===== config.mk =====
export PLATFORM = sky130hd
export DESIGN_NAME = rs_busy_tracker
export DESIGN_NICKNAME = d
export VERILOG_FILES = /design/src/rtl/rs_busy_tracker.sv
export SDC_FILE = /design/constraint.sdc
export NUM_CORES = 1
export LEC_CHECK = 0
export BUFFER_PORTS_ARGS = -buffer_cell sky130_fd_sc_hd__buf_2
export CAP_MARGIN = 10
export CORE_UTILIZATION = 46
export DETAILED_ROUTE_END_ITERATION = 16
export GPL_ROUTABILITY_DRIVEN = 0
export GPL_TIMING_DRIVEN = 0
export HOLD_SLACK_MARGIN = 0.02
export MAX_ROUTING_LAYER = met4
export PLACE_DENSITY = 0.74
export SYNTH_ARGS = -nofsm -noshare
export SYNTH_HDL_FRONTEND = slang
export SYNTH_SLANG_ARGS = --single-unit

===== constraint.sdc =====
create_clock -name clk_i -period 2.4 [get_ports clk_i]
set_input_delay 0.6 -clock clk_i [delete_from_list [all_inputs] [get_ports clk_i]]
set_output_delay 0.6 -clock clk_i [all_outputs]
set_load 0.02 [all_outputs]

===== src/rtl/rs_busy_tracker.sv =====
// Reservation-station busy bits with per-group free counters and a sticky protocol-error flag.
// Dispatch sets a station's busy bit, the CDB broadcast of its tag clears it, and flush clears all of them.
module rs_busy_tracker #(
    parameter int unsigned NUM_RS     = 6,
    parameter int unsigned NUM_ALU_RS = 3
) (
    input  logic                            clk_i,
    input  logic                            rst_ni,
    input  logic                            alloc_valid_i,
    input  logic [$clog2(NUM_RS)-1:0]       alloc_addr_i,
    input  logic                            cdb_valid_i,
    input  logic [$clog2(NUM_RS)-1:0]       cdb_addr_i,
    input  logic                            flush_i,
    output logic [NUM_RS-1:0]               busy_bus_o,
    output logic [$clog2(NUM_RS+1)-1:0]     alu_free_cnt_o,
    output logic [$clog2(NUM_RS+1)-1:0]     shift_free_cnt_o,
    output logic                            alu_full_o,
    output logic                            shift_full_o,
    output logic                            err_o
);

    localparam int unsigned AW = $clog2(NUM_RS);
    localparam int unsigned CW = $clog2(NUM_RS + 1);
    localparam logic [CW-1:0] ALU_RST   = CW'(NUM_ALU_RS);
    localparam logic [CW-1:0] SHIFT_RST = CW'(NUM_RS - NUM_ALU_RS);

    logic [NUM_RS-1:0] busy_q, busy_n, busy_rel;
    logic [CW-1:0]     alu_cnt_q, alu_cnt_n;
    logic [CW-1:0]     shift_cnt_q, shift_cnt_n;
    logic              alu_full_q, alu_full_n;
    logic              shift_full_q, shift_full_n;
    logic              err_q, err_n;

    logic rel_in_range, rel_ok, rel_err, rel_alu;
    logic alc_in_range, alc_ok, alc_err, alc_alu;

    // Legality of each operation; release is resolved first so a same-cycle re-allocate is legal.
    always_comb begin
        rel_in_range = 32'(cdb_addr_i) < NUM_RS;
        rel_ok       = cdb_valid_i && rel_in_range && busy_q[cdb_addr_i];
        rel_err      = cdb_valid_i && !rel_ok;
        rel_alu      = 32'(cdb_addr_i) < NUM_ALU_RS;

        busy_rel = busy_q;
        if (rel_ok) begin
            busy_rel[cdb_addr_i] = 1'b0;
        end

        alc_in_range = 32'(alloc_addr_i) < NUM_RS;
        alc_ok       = alloc_valid_i && alc_in_range && !busy_rel[alloc_addr_i];
        alc_err      = alloc_valid_i && !alc_ok;
        alc_alu      = 32'(alloc_addr_i) < NUM_ALU_RS;
    end

    // Next state: flush dominates, otherwise apply the legal release and allocate.
    always_comb begin
        busy_n      = busy_rel;
        alu_cnt_n   = alu_cnt_q;
        shift_cnt_n = shift_cnt_q;
        err_n       = err_q;

        if (flush_i) begin
            busy_n      = '0;
            alu_cnt_n   = ALU_RST;
            shift_cnt_n = SHIFT_RST;
        end else begin
            if (alc_ok) begin
                busy_n[alloc_addr_i] = 1'b1;
            end
            alu_cnt_n   = alu_cnt_q
                        + CW'(rel_ok && rel_alu)
                        - CW'(alc_ok && alc_alu);
            shift_cnt_n = shift_cnt_q
                        + CW'(rel_ok && !rel_alu)
                        - CW'(alc_ok && !alc_alu);
            err_n       = err_q || rel_err || alc_err;
        end

        alu_full_n   = (alu_cnt_n == '0);
        shift_full_n = (shift_cnt_n == '0);
    end

    always_ff @(posedge clk_i or negedge rst_ni) begin
        if (!rst_ni) begin
            busy_q       <= '0;
            alu_cnt_q    <= ALU_RST;
            shift_cnt_q  <= SHIFT_RST;
            alu_full_q   <= 1'b0;
            shift_full_q <= 1'b0;
            err_q        <= 1'b0;
        end else begin
            busy_q       <= busy_n;
            alu_cnt_q    <= alu_cnt_n;
            shift_cnt_q  <= shift_cnt_n;
            alu_full_q   <= alu_full_n;
            shift_full_q <= shift_full_n;
            err_q        <= err_n;
        end
    end

    assign busy_bus_o       = busy_q;
    assign alu_free_cnt_o   = alu_cnt_q;
    assign shift_free_cnt_o = shift_cnt_q;
    assign alu_full_o       = alu_full_q;
    assign shift_full_o     = shift_full_q;
    assign err_o            = err_q;

endmodule


==> flow_summary.ini, run 1 <==
[run_status]
outcome = finished with violations
violations = negative setup slack

[worst_setup_path]
endpoint_kind = register
arrival_ns = 2.88
r2r_slack_ns = -0.17
timing.rr.start = busy_bus_o[3]
worstReg2RegEnd = alu_full_o
start_kind = input port
worstRegToRegCells = 12
worstSetupPathType = input port to register
cp.required_ns = 2.62
path_max_fanout = 3

[layout]
finalNetCount = 163
syn2layout_area_growth_pct = 54.6
antenna_cells = 0
most-common-layout-cells = buf_2, buf_4, dfrtp_1, nand2_1, nor2_1
mostFrequentLayoutCell = buf_2
drive_above_1_share_pct = 57.9
final_util_pct = 76.0

[global_route]
grt_max_degree = 16
grt_pass1_vias = 887
grt_pass1_wl_um = 3620
antenna_found_initial = 0
grt_overflow = 0
globalRouteTotalUtil_pct = 24.0

[floorplan]
core_um2 = 1980
initial_core_util_pct = 49.2
die_h_um = 48.0
chipWidth_um = 48.0
rows = 16
ioPinCount = 26
die-area_um2 = 2310

[place]
dp_hpwl_um = 1570
portBuffers = 23

[routing]
via_per_inst = 5.51
vias = 948
drtIter0Drc = 9
drt_pass1_iterations = 4
wl_per_cell_um = 15.7
drt_wl_total_um = 2700
drc = 0
antenna_left = 0

[synth]
syn_area_um2 = 975
synthCells = 104
yosys_warnings = 0
synthesis.nets = 121
netlist.area_leader.share_pct = 28.2
post-synth-top-area-cell = dfrtp_1
ys_seq_area_share_pct = 39.0
synth.area.top_cells = dfrtp_1, dfstp_2, ha_1
syn_area_per_cell_um2 = 9.37
ys_types = 37
ys_seq_elements = 15

[clocking]
cts_buffers = 3
postCtsHoldBufs = 0
insertion_delay_ns = 0.29
cts.sink_count = 15
clockBufferDepth = 2
clk_pin_slew_worst_paths_ns = 0.10
cts_root_buffer = clkbuf_4
cts_tree = built
htreeDepth = 1

[power_and_ir_drop]
p_leak_nw = 0.650
internal_power_mw = 0.522
p_seq_share_pct = 39.4
power_density_nw_per_um2 = 546
swShare_pct = 36.5
power_mw = 0.822
p_sw_mw = 0.300
pwr-share-clk_pct = 18.5
vdd_drop_max_uv = 509
power_frac_comb_pct = 42.2

[timing]
slew_viol_final = 0
tns_ns = -0.912
rsz0062_at_grt = yes
setup_slack_ns = -0.267
fin_crit_ns = 2.67
skew_ns = 0.0108
finalHoldViolCount = 0
slew-limit-headroom_pct = 65.8
setup_violations = 6
fin_crit_sh_pct = 111
worst_pin_slew_ns = 0.514
fmax_mhz = 375

[run]
cap_viol_max_count = 0

[worst_hold_path]
hold_path_class = input port to async pin
repair_timing:
item                                    4_1_cts  5_1_grt
resized for setup                            22       27
buffers inserted                             14        4
pin swaps                                    15       17
endpoints found under the setup margin        6        8
layout make-up:
cell class / instances / area [um2]
multi-input cells: 78 / 737
fillers: 135 / 475
flip-flops and latches: 15 / 380
repair buffers: 37 / 253
plain buffers: 4 / 48.8
well taps: 27 / 33.8
inverters: 7 / 26.3
clock buffers: 3 / 22.5
clock inverters: 1 / 5.00
Yosys cell counts:
cell and instances:
o22ai_1 1, a31oi_1 1, or2_4 1, nand3b_1 3, and3_1 1, nor4bb_1 1
a21oi_1 6, mux2i_1 3, nor3_1 1, nand3_1 3, nor3b_1 3, inv_1 7
o2bb2ai_1 1, o32ai_1 1, a311oi_1 1, a32oi_1 1, ha_1 4, o21ai_1 1
nand2b_1 6, o31ai_1 1, or3_1 2, clkbuf_1 3, xor2_1 2, and4_1 1
fa_1 2, a22o_1 1, nor2_1 8, o2111ai_2 1, or2_2 5, o211ai_2 1
buf_2 1, o21ai_0 5, dfrtp_1 11, nand2_1 6, dfstp_2 4, nor2b_1 2
xnor2_1 2
power by group through the flow:
| stage | Sequential [mW] | Clock, mW | Combinational, mW |
|---|---|---|---|
| after CTS | 0.323 | 0.155 | 0.296 |
| final | 0.324 | 0.152 | 0.347 |
| after global routing | 0.328 | 0.164 | 0.379 |
| after global placement | 0.325 | 0 | 0.245 |
| after detailed placement | 0.326 | 0 | 0.249 |
| after floorplan | 0.370 | 0 | 0.128 |
flip-flops by register name, summed over array words and instances, names as in the netlist:
name and flops:
busy_bus_o 6, shift_free_cnt_o 3, err_o 1, alu_free_cnt_o 3
shift_full_o 1, alu_full_o 1
worst max-delay path, cell delays in order:
cell	delay, ns
buf_8	0.10
nand2b_4	0.15
or2_4	0.27
a21oi_2	0.13
o21ai_1	0.10
nor3_4	0.23
ha_1	0.26
inv_1	0.06
ha_2	0.16
inv_2	0.04
fa_2	0.32
xnor2_1	0.16
nor2_1	0.08
nor3b_2	0.23
routing by layer:
metal | part of all wire (%) | vias up | track usage (%) | wire [um]
met5 | 0 | - | - | 0
met4 | 3.3 | 0 | 10.0 | 89
met2 | 52 | 36 | 41.6 | 1400
li1 | - | 452 | - | -
met1 | 41 | 450 | 27.0 | 1100
met3 | 4.2 | 10 | 3.77 | 113
stage by stage:
stage	setup WS (ns)	hold WS (ns)	instance area, um2	instances
after floorplan	-0.314	0.304	1020	104
after global placement	-0.581	0.513	1170	154
after CTS	-0.237	0.196	1380	172
final	-0.267	0.190	1510	172
after global routing	-0.350	0.204	1510	172
after detailed placement	-0.635	0.522	1170	154
how the worst max path moves through the flow:
stage / from / slack, ns / to
finish: cdb_addr_i[1] / -0.27 / alu_full_o
global route: cdb_addr_i[1] / -0.35 / alu_full_o
CTS: cdb_addr_i[1] / -0.24 / shift_full_o
detailed placement: cdb_addr_i[0] / -0.64 / shift_full_o
global placement: cdb_addr_i[0] / -0.58 / shift_full_o
floorplan: alloc_addr_i[1] / -0.31 / shift_full_o
cell families (layout without fill, tap and decap cells):
family / count (synthesis) / in the layout / share of synthesized area, %
simple gates: 43 / 43 / 25.2
mux: 3 / 3 / 3.08
buf+inv: 11 / 52 / 4.36
flops: 15 / 15 / 39.0
compound gates: 22 / 22 / 15.5
xor+xnor: 4 / 4 / 3.60
fa+ha+maj: 6 / 6 / 9.24
No activity file was read; power rests on OpenSTA's default activity.
==> inputs of run 2 (changes only) <==
--- a/config.mk
+++ b/config.mk
@@ -5,15 +5,16 @@
 export SDC_FILE = /design/constraint.sdc
 export NUM_CORES = 1
 export LEC_CHECK = 0
+export ABC_AREA = 1
 export BUFFER_PORTS_ARGS = -buffer_cell sky130_fd_sc_hd__buf_2
 export CAP_MARGIN = 10
-export CORE_UTILIZATION = 46
+export CORE_UTILIZATION = 47
 export DETAILED_ROUTE_END_ITERATION = 16
 export GPL_ROUTABILITY_DRIVEN = 0
 export GPL_TIMING_DRIVEN = 0
 export HOLD_SLACK_MARGIN = 0.02
 export MAX_ROUTING_LAYER = met4
-export PLACE_DENSITY = 0.74
+export PLACE_DENSITY = 0.75
 export SYNTH_ARGS = -nofsm -noshare
 export SYNTH_HDL_FRONTEND = slang
 export SYNTH_SLANG_ARGS = --single-unit
==> constraint.sdc (replaced) <==
create_clock -name clk_i -period 2.4 [get_ports clk_i]
set_input_delay 0.6 -clock clk_i [delete_from_list [all_inputs] [get_ports clk_i]]
set_output_delay 0.6 -clock clk_i [all_outputs]
set_load 0.1 [all_outputs]
==> flow_summary.ini, run 2 <==
[synth]
ys_seq_area_share_pct = 36.2
yosys_most_used_dff = dfrtp_1
synth_xor_xnor_area_share_pct = 1.67
synthesis.nets = 156
post-synth-top-area-cell = dfrtp_1
synth_compound_area_share_pct = 7.02
yosysMostFrequentCell = inv_1
syn_area_per_cell_um2 = 7.56
synth_fa_ha_area_share_pct = 8.57
syn_area_um2 = 1050
netlist.area_leader.share_pct = 26.2
ys_types = 24
yosys.area_share.simple_pct = 35.8
synth.area.top_cells = dfrtp_1, dfstp_2, inv_1
async_reset_ff_share_pct = 100
synth_top_family_by_area = simple AND/OR/NAND/NOR gates
synth.mux.area_fraction_pct = 0
yosys_warnings = 0
ys_seq_elements = 15
synth_common_cells = inv_1, nand2_1, nand3_1, dfrtp_1, nor2_1
synth-edff-count = 0
synthCells = 139

[worst_setup_path]
timing.rr.start = busy_bus_o[5]
cpMaxStageDelayCell = fa_1
r2r_slack_ns = -0.55
start_kind = input port
critPathMaxStageDelay_ns = 0.49
cp-startpoint = cdb_addr_i[1]
worstSetupEndpoint = alu_full_o
cp.required_ns = 2.63
worstReg2RegEnd = alu_full_o
endpoint_kind = register
arrival_ns = 3.26
cp_cell_sequence = buf_12 -> nor2_4 -> nand3_2 -> nand2_2 -> inv_2 -> nand2_4 -> nand3_2 -> nand3_2 -> nand2_2 -> nor2_4 -> nand2_4 -> nor3_2 -> ha_1 -> inv_1 -> ha_2 -> inv_2 -> fa_1 -> nand2_2 -> or3_1 -> inv_1
worstRegToRegCells = 20
path_max_fanout = 7
worstSetupPathType = input port to register

[timing]
worst_pin_slew_ns = 0.488
fmax_mhz = 330
setup_slack_ns = -0.633
finalHoldViolCount = 0
skew_ns = 0.00548
slew_viol_final = 0
slew-limit-headroom_pct = 67.7
fin_crit_ns = 3.03
whs_ns = 0.203
setup_violations = 7
rsz0062_at_grt = yes
fin_crit_sh_pct = 126

[clocking]
clockBufferDepth = 2
htreeDepth = 1
cts.sink_count = 15
cts_buffers = 3
clk_pin_slew_worst_paths_ns = 0.09
cts_tree = built
insertion_delay_ns = 0.29
cts_root_buffer = clkbuf_4

[place]
portBuffers = 23
place_ws_ns = -1.03
dp_hpwl_um = 1780

[global_route]
globalRouteTotalUtil_pct = 22.4
grt_max_degree = 16
grt_overflow = 0
antenna_found_initial = 0
grt_pass1_vias = 917
grt_pass1_wl_um = 3950

[power_and_ir_drop]
p_leak_nw = 0.704
p_sw_mw = 0.394
power_density_nw_per_um2 = 565
vdd_drop_max_uv = 503
internal_power_mw = 0.448
power_frac_comb_pct = 46.6
pwr-share-clk_pct = 17.0
p_seq_share_pct = 36.4
swShare_pct = 46.8

[layout]
drive_above_1_share_pct = 54.2
mostFrequentLayoutCell = buf_2
antenna_cells = 0
fillCellCount = 169
syn2layout_area_growth_pct = 41.8
finalNetCount = 195
most-common-layout-cells = buf_2, nand2_1, inv_1, nand3_2
largest_reg_flops = 6

[routing]
drc = 0
vias = 1041
drt_wl_total_um = 2610
drtIter0Drc = 20
antenna_left = 0
drt_pass1_iterations = 4
wl_per_cell_um = 12.8
via_per_inst = 5.10

[floorplan]
chipWidth_um = 49.3
initial_core_util_pct = 52.0
ioPinCount = 26
die_h_um = 49.3
core_um2 = 2020
die-area_um2 = 2430
rows = 16

[run]
cap_viol_max_count = 0

[run_status]
outcome = finished with violations
violations = negative setup slack

[worst_hold_path]
hold_path_class = input port to async pin
## run 2: kinds of logic after synthesis
| kind of cell | after synthesis |
|---|---|
| AO/OA/AOI/OAI | 13 |
| XOR/XNOR | 2 |
| adder cells (fa/ha/maj) | 6 |
| buffers and inverters | 30 |
| flip-flops | 15 |
| AND/OR/NAND/NOR | 73 |
## run 2: cell type report
class | count | area, um2 | area share [%]
flip-flops and latches | 15 | 403 | 27.0
repair buffers | 34 | 229 | 15.4
plain buffers | 2 | 8.76 | 0.588
inverters | 28 | 105 | 7.05
well taps | 27 | 33.8 | 2.27
multi-input cells | 94 | 684 | 45.9
clock buffers | 4 | 26.3 | 1.76
## run 2: worst max-delay path: cells and delay by family
family | cells | cell delay, ns
and+or+nand+nor | 12 | 1.42
adders and majority gates | 3 | 0.91
buffers and inverters | 5 | 0.31
## run 2: per-layer routing
metal  vias to the layer above  part of all wire [%]  track usage [%]  wire length (um)
met5                         -                     0                -                 0
met4                         0                   1.5             7.35                38
met3                         5                   3.8             2.80                99
met2                        28                    51             36.3              1340
met1                       490                    43             28.8              1130
li1                        518                     -                -                 -
## run 2: repair_timing
item / in CTS / in global routing
hold buffers: 0 / 0
endpoints found under the setup margin: 8 / 8
hold endpoints to repair: 0 / 0
pin swaps: 5 / 7
gates resized for setup: 21 / 17
buffers inserted: 6 / 5
## run 2: power by group through the flow
stage | combinational [mW] | clock (mW) | sequential (mW)
floorplan | 0.0991 | 0 | 0.493
global placement | 0.340 | 0 | 0.310
detailed placement | 0.345 | 0 | 0.312
CTS | 0.366 | 0.149 | 0.307
global route | 0.419 | 0.159 | 0.310
finish | 0.393 | 0.144 | 0.306
## run 2: worst min path at each step
| stage | slack [ns] | cells after the start | from | endpoint |
|---|---|---|---|---|
| floorplan | 0.30 | 0 | rst_ni | alu_free_cnt_o[2] |
| global placement | 0.44 | 2 | err_o | err_o |
| detailed placement | 0.45 | 2 | err_o | err_o |
| CTS | 0.21 | 1 | rst_ni | busy_bus_o[5] |
| global route | 0.22 | 1 | rst_ni | busy_bus_o[5] |
| finish | 0.20 | 1 | rst_ni | busy_bus_o[5] |
## run 2: stage by stage
stage	instances	util, %	setup TNS, ns	instance area (um2)	total power [mW]
finish	204	73.7	-2.35	1490	0.843
global route	204	73.7	-3.74	1490	0.888
CTS	199	69.1	-1.94	1400	0.822
detailed placement	189	61.6	-5.61	1250	0.656
global placement	189	61.6	-5.42	1250	0.650
floorplan	139	-	-2.24	1100	0.592
==> inputs of run 3 (changes only) <==
--- a/config.mk
+++ b/config.mk
@@ -8,13 +8,14 @@
 export ABC_AREA = 1
 export BUFFER_PORTS_ARGS = -buffer_cell sky130_fd_sc_hd__buf_2
 export CAP_MARGIN = 10
-export CORE_UTILIZATION = 47
+export CORE_UTILIZATION = 45
+export CTS_BUF_LIST = sky130_fd_sc_hd__clkbuf_8
 export DETAILED_ROUTE_END_ITERATION = 16
 export GPL_ROUTABILITY_DRIVEN = 0
 export GPL_TIMING_DRIVEN = 0
 export HOLD_SLACK_MARGIN = 0.02
 export MAX_ROUTING_LAYER = met4
-export PLACE_DENSITY = 0.75
+export PLACE_DENSITY = 0.72
 export SYNTH_ARGS = -nofsm -noshare
 export SYNTH_HDL_FRONTEND = slang
 export SYNTH_SLANG_ARGS = --single-unit
==> flow_summary.ini, run 3 (same netlist as run 2, synthesis figures left out) <==
[run_status]
outcome = finished with violations
violations = negative setup slack

[layout]
drive_above_1_share_pct = 53.4
finalNetCount = 196
largest_reg_flops = 6
antenna_cells = 0
fillCellCount = 182
most-common-layout-cells = inv_1, buf_2, nand2_1, buf_4, nand3_2
fin_cells = 206
syn2layout_area_growth_pct = 46.0

[clocking]
clk_pin_slew_worst_paths_ns = 0.06
cts_tree = built
cts.sink_count = 15
cts_root_buffer = clkbuf_8
insertion_delay_ns = 0.25
clockBufferDepth = 2
postCtsHoldBufs = 0
htreeDepth = 1
cts_buffers = 3

[global_route]
grt_use_met2_pct = 40.4
antenna_found_initial = 0
grt.met3_usage_pct = 1.82
grt_overflow = 0
grt_busiest_layer = met2
grt_pass1_wl_um = 4450
grt_max_degree = 16
met1_usage_pct = 31.1
globalRouteTotalUtil_pct = 24.5
grt_pass1_vias = 990

[worst_setup_path]
arrival_ns = 3.23
start_kind = input port
worstSetupPathType = input port to register
cp.required_ns = 2.59
path_max_fanout = 7
endpoint_kind = register

[worst_hold_path]
hold_path_class = input port to async pin

[timing]
rsz0062_at_grt = yes
whs_ns = 0.239
tns_ns = -2.66
slew_viol_final = 0
fmax_mhz = 329
slew-limit-headroom_pct = 67.5
skew_ns = 0.00375
setup_slack_ns = -0.643
fin_crit_ns = 3.04
fin_crit_sh_pct = 127
setup_violations = 6
worst_pin_slew_ns = 0.491
finalHoldViolCount = 0

[routing]
drt_pass1_iterations = 4
via_per_inst = 5.06
drtIter0Drc = 28
drt_wl_total_um = 2740
vias = 1043
drc = 0
wl_per_cell_um = 13.3
antenna_left = 0

[place]
dp.cells = 190
portBuffers = 23
dp_hpwl_um = 1820
place_ws_ns = -1.08

[floorplan]
initial_core_util_pct = 47.5
core_um2 = 2210
ioPinCount = 26
rows = 17
chipWidth_um = 50.3
die_h_um = 50.3
die-area_um2 = 2530

[power_and_ir_drop]
vdd_drop_max_uv = 491
power_mw = 0.912
power_density_nw_per_um2 = 595
p_leak_nw = 0.714

[run]
cap_viol_max_count = 0
run 3: what timing repair did:
| item | 4_1_cts | 5_1_grt |
|---|---|---|
| pin swaps | 10 | 4 |
| hold endpoints to repair | 0 | 0 |
| endpoints found under the setup margin | 8 | 8 |
| gates resized for setup | 22 | 11 |
| cloned | 0 | 0 |
| setup buffers | 7 | 5 |
run 3: critical path, stage by stage:
cell	delay (ns)
buf_6	0.12
nor2_4	0.15
nand3_2	0.08
nand2_2	0.08
inv_2	0.06
nand2_8	0.11
nand3_4	0.08
nand3_2	0.08
nand2_2	0.06
nor2_4	0.14
nand2_4	0.08
nor3_4	0.12
ha_1	0.26
inv_1	0.07
ha_1	0.13
inv_1	0.05
fa_1	0.47
nand2_1	0.07
or3_1	0.37
inv_1	0.06
run 3: metrics by stage:
| step | cell area [um2] | util, % |
|---|---|---|
| 4_1_cts | 1440 | 65.0 |
| 5_1_grt | 1530 | 69.3 |
| 6_report | 1530 | 69.3 |
| 3_3_place_gp | 1250 | 56.4 |
| 2_1_floorplan | 1100 | - |
| 3_5_place_dp | 1250 | 56.4 |
run 3: path summary, 6_finish.rpt:
path | depth (start not counted) | slack, ns | startpoint | to
max in group asynchronous | 1 | 1.86 | rst_ni | alu_free_cnt_o[1]
min reg2reg | 2 | 0.46 | err_o | err_o
min in group clk_i | 2 | 0.46 | err_o | err_o
max | 20 | -0.64 | cdb_addr_i[1] | alu_full_o
min | 1 | 0.24 | rst_ni | shift_full_o
max reg2reg | 20 | -0.59 | busy_bus_o[3] | shift_full_o
run 3: cell type report:
cell class | count | area (um2) | area share [%]
inverter | 28 | 105 | 6.85
buffer | 2 | 8.76 | 0.571
clock inverter | 1 | 5.00 | 0.326
multi-input combinational | 94 | 716 | 46.7
clock buffer | 3 | 41.3 | 2.69
tap | 28 | 35.0 | 2.28
timing repair buffer | 35 | 220 | 14.4
sequential | 15 | 403 | 26.3
run 3: report_power, final:
part	internal [mW]	switching, mW	total, mW
Sequential	0.287	0.0219	0.308
Combinational	0.0976	0.298	0.396
Clock	0.115	0.0929	0.208
run 3: layer usage:
layer	vias to the layer above	part of all wire, %
met1	482	42
met2	39	52
li1	516	-
met3	6	4.1
met5	-	0
met4	0	1.9
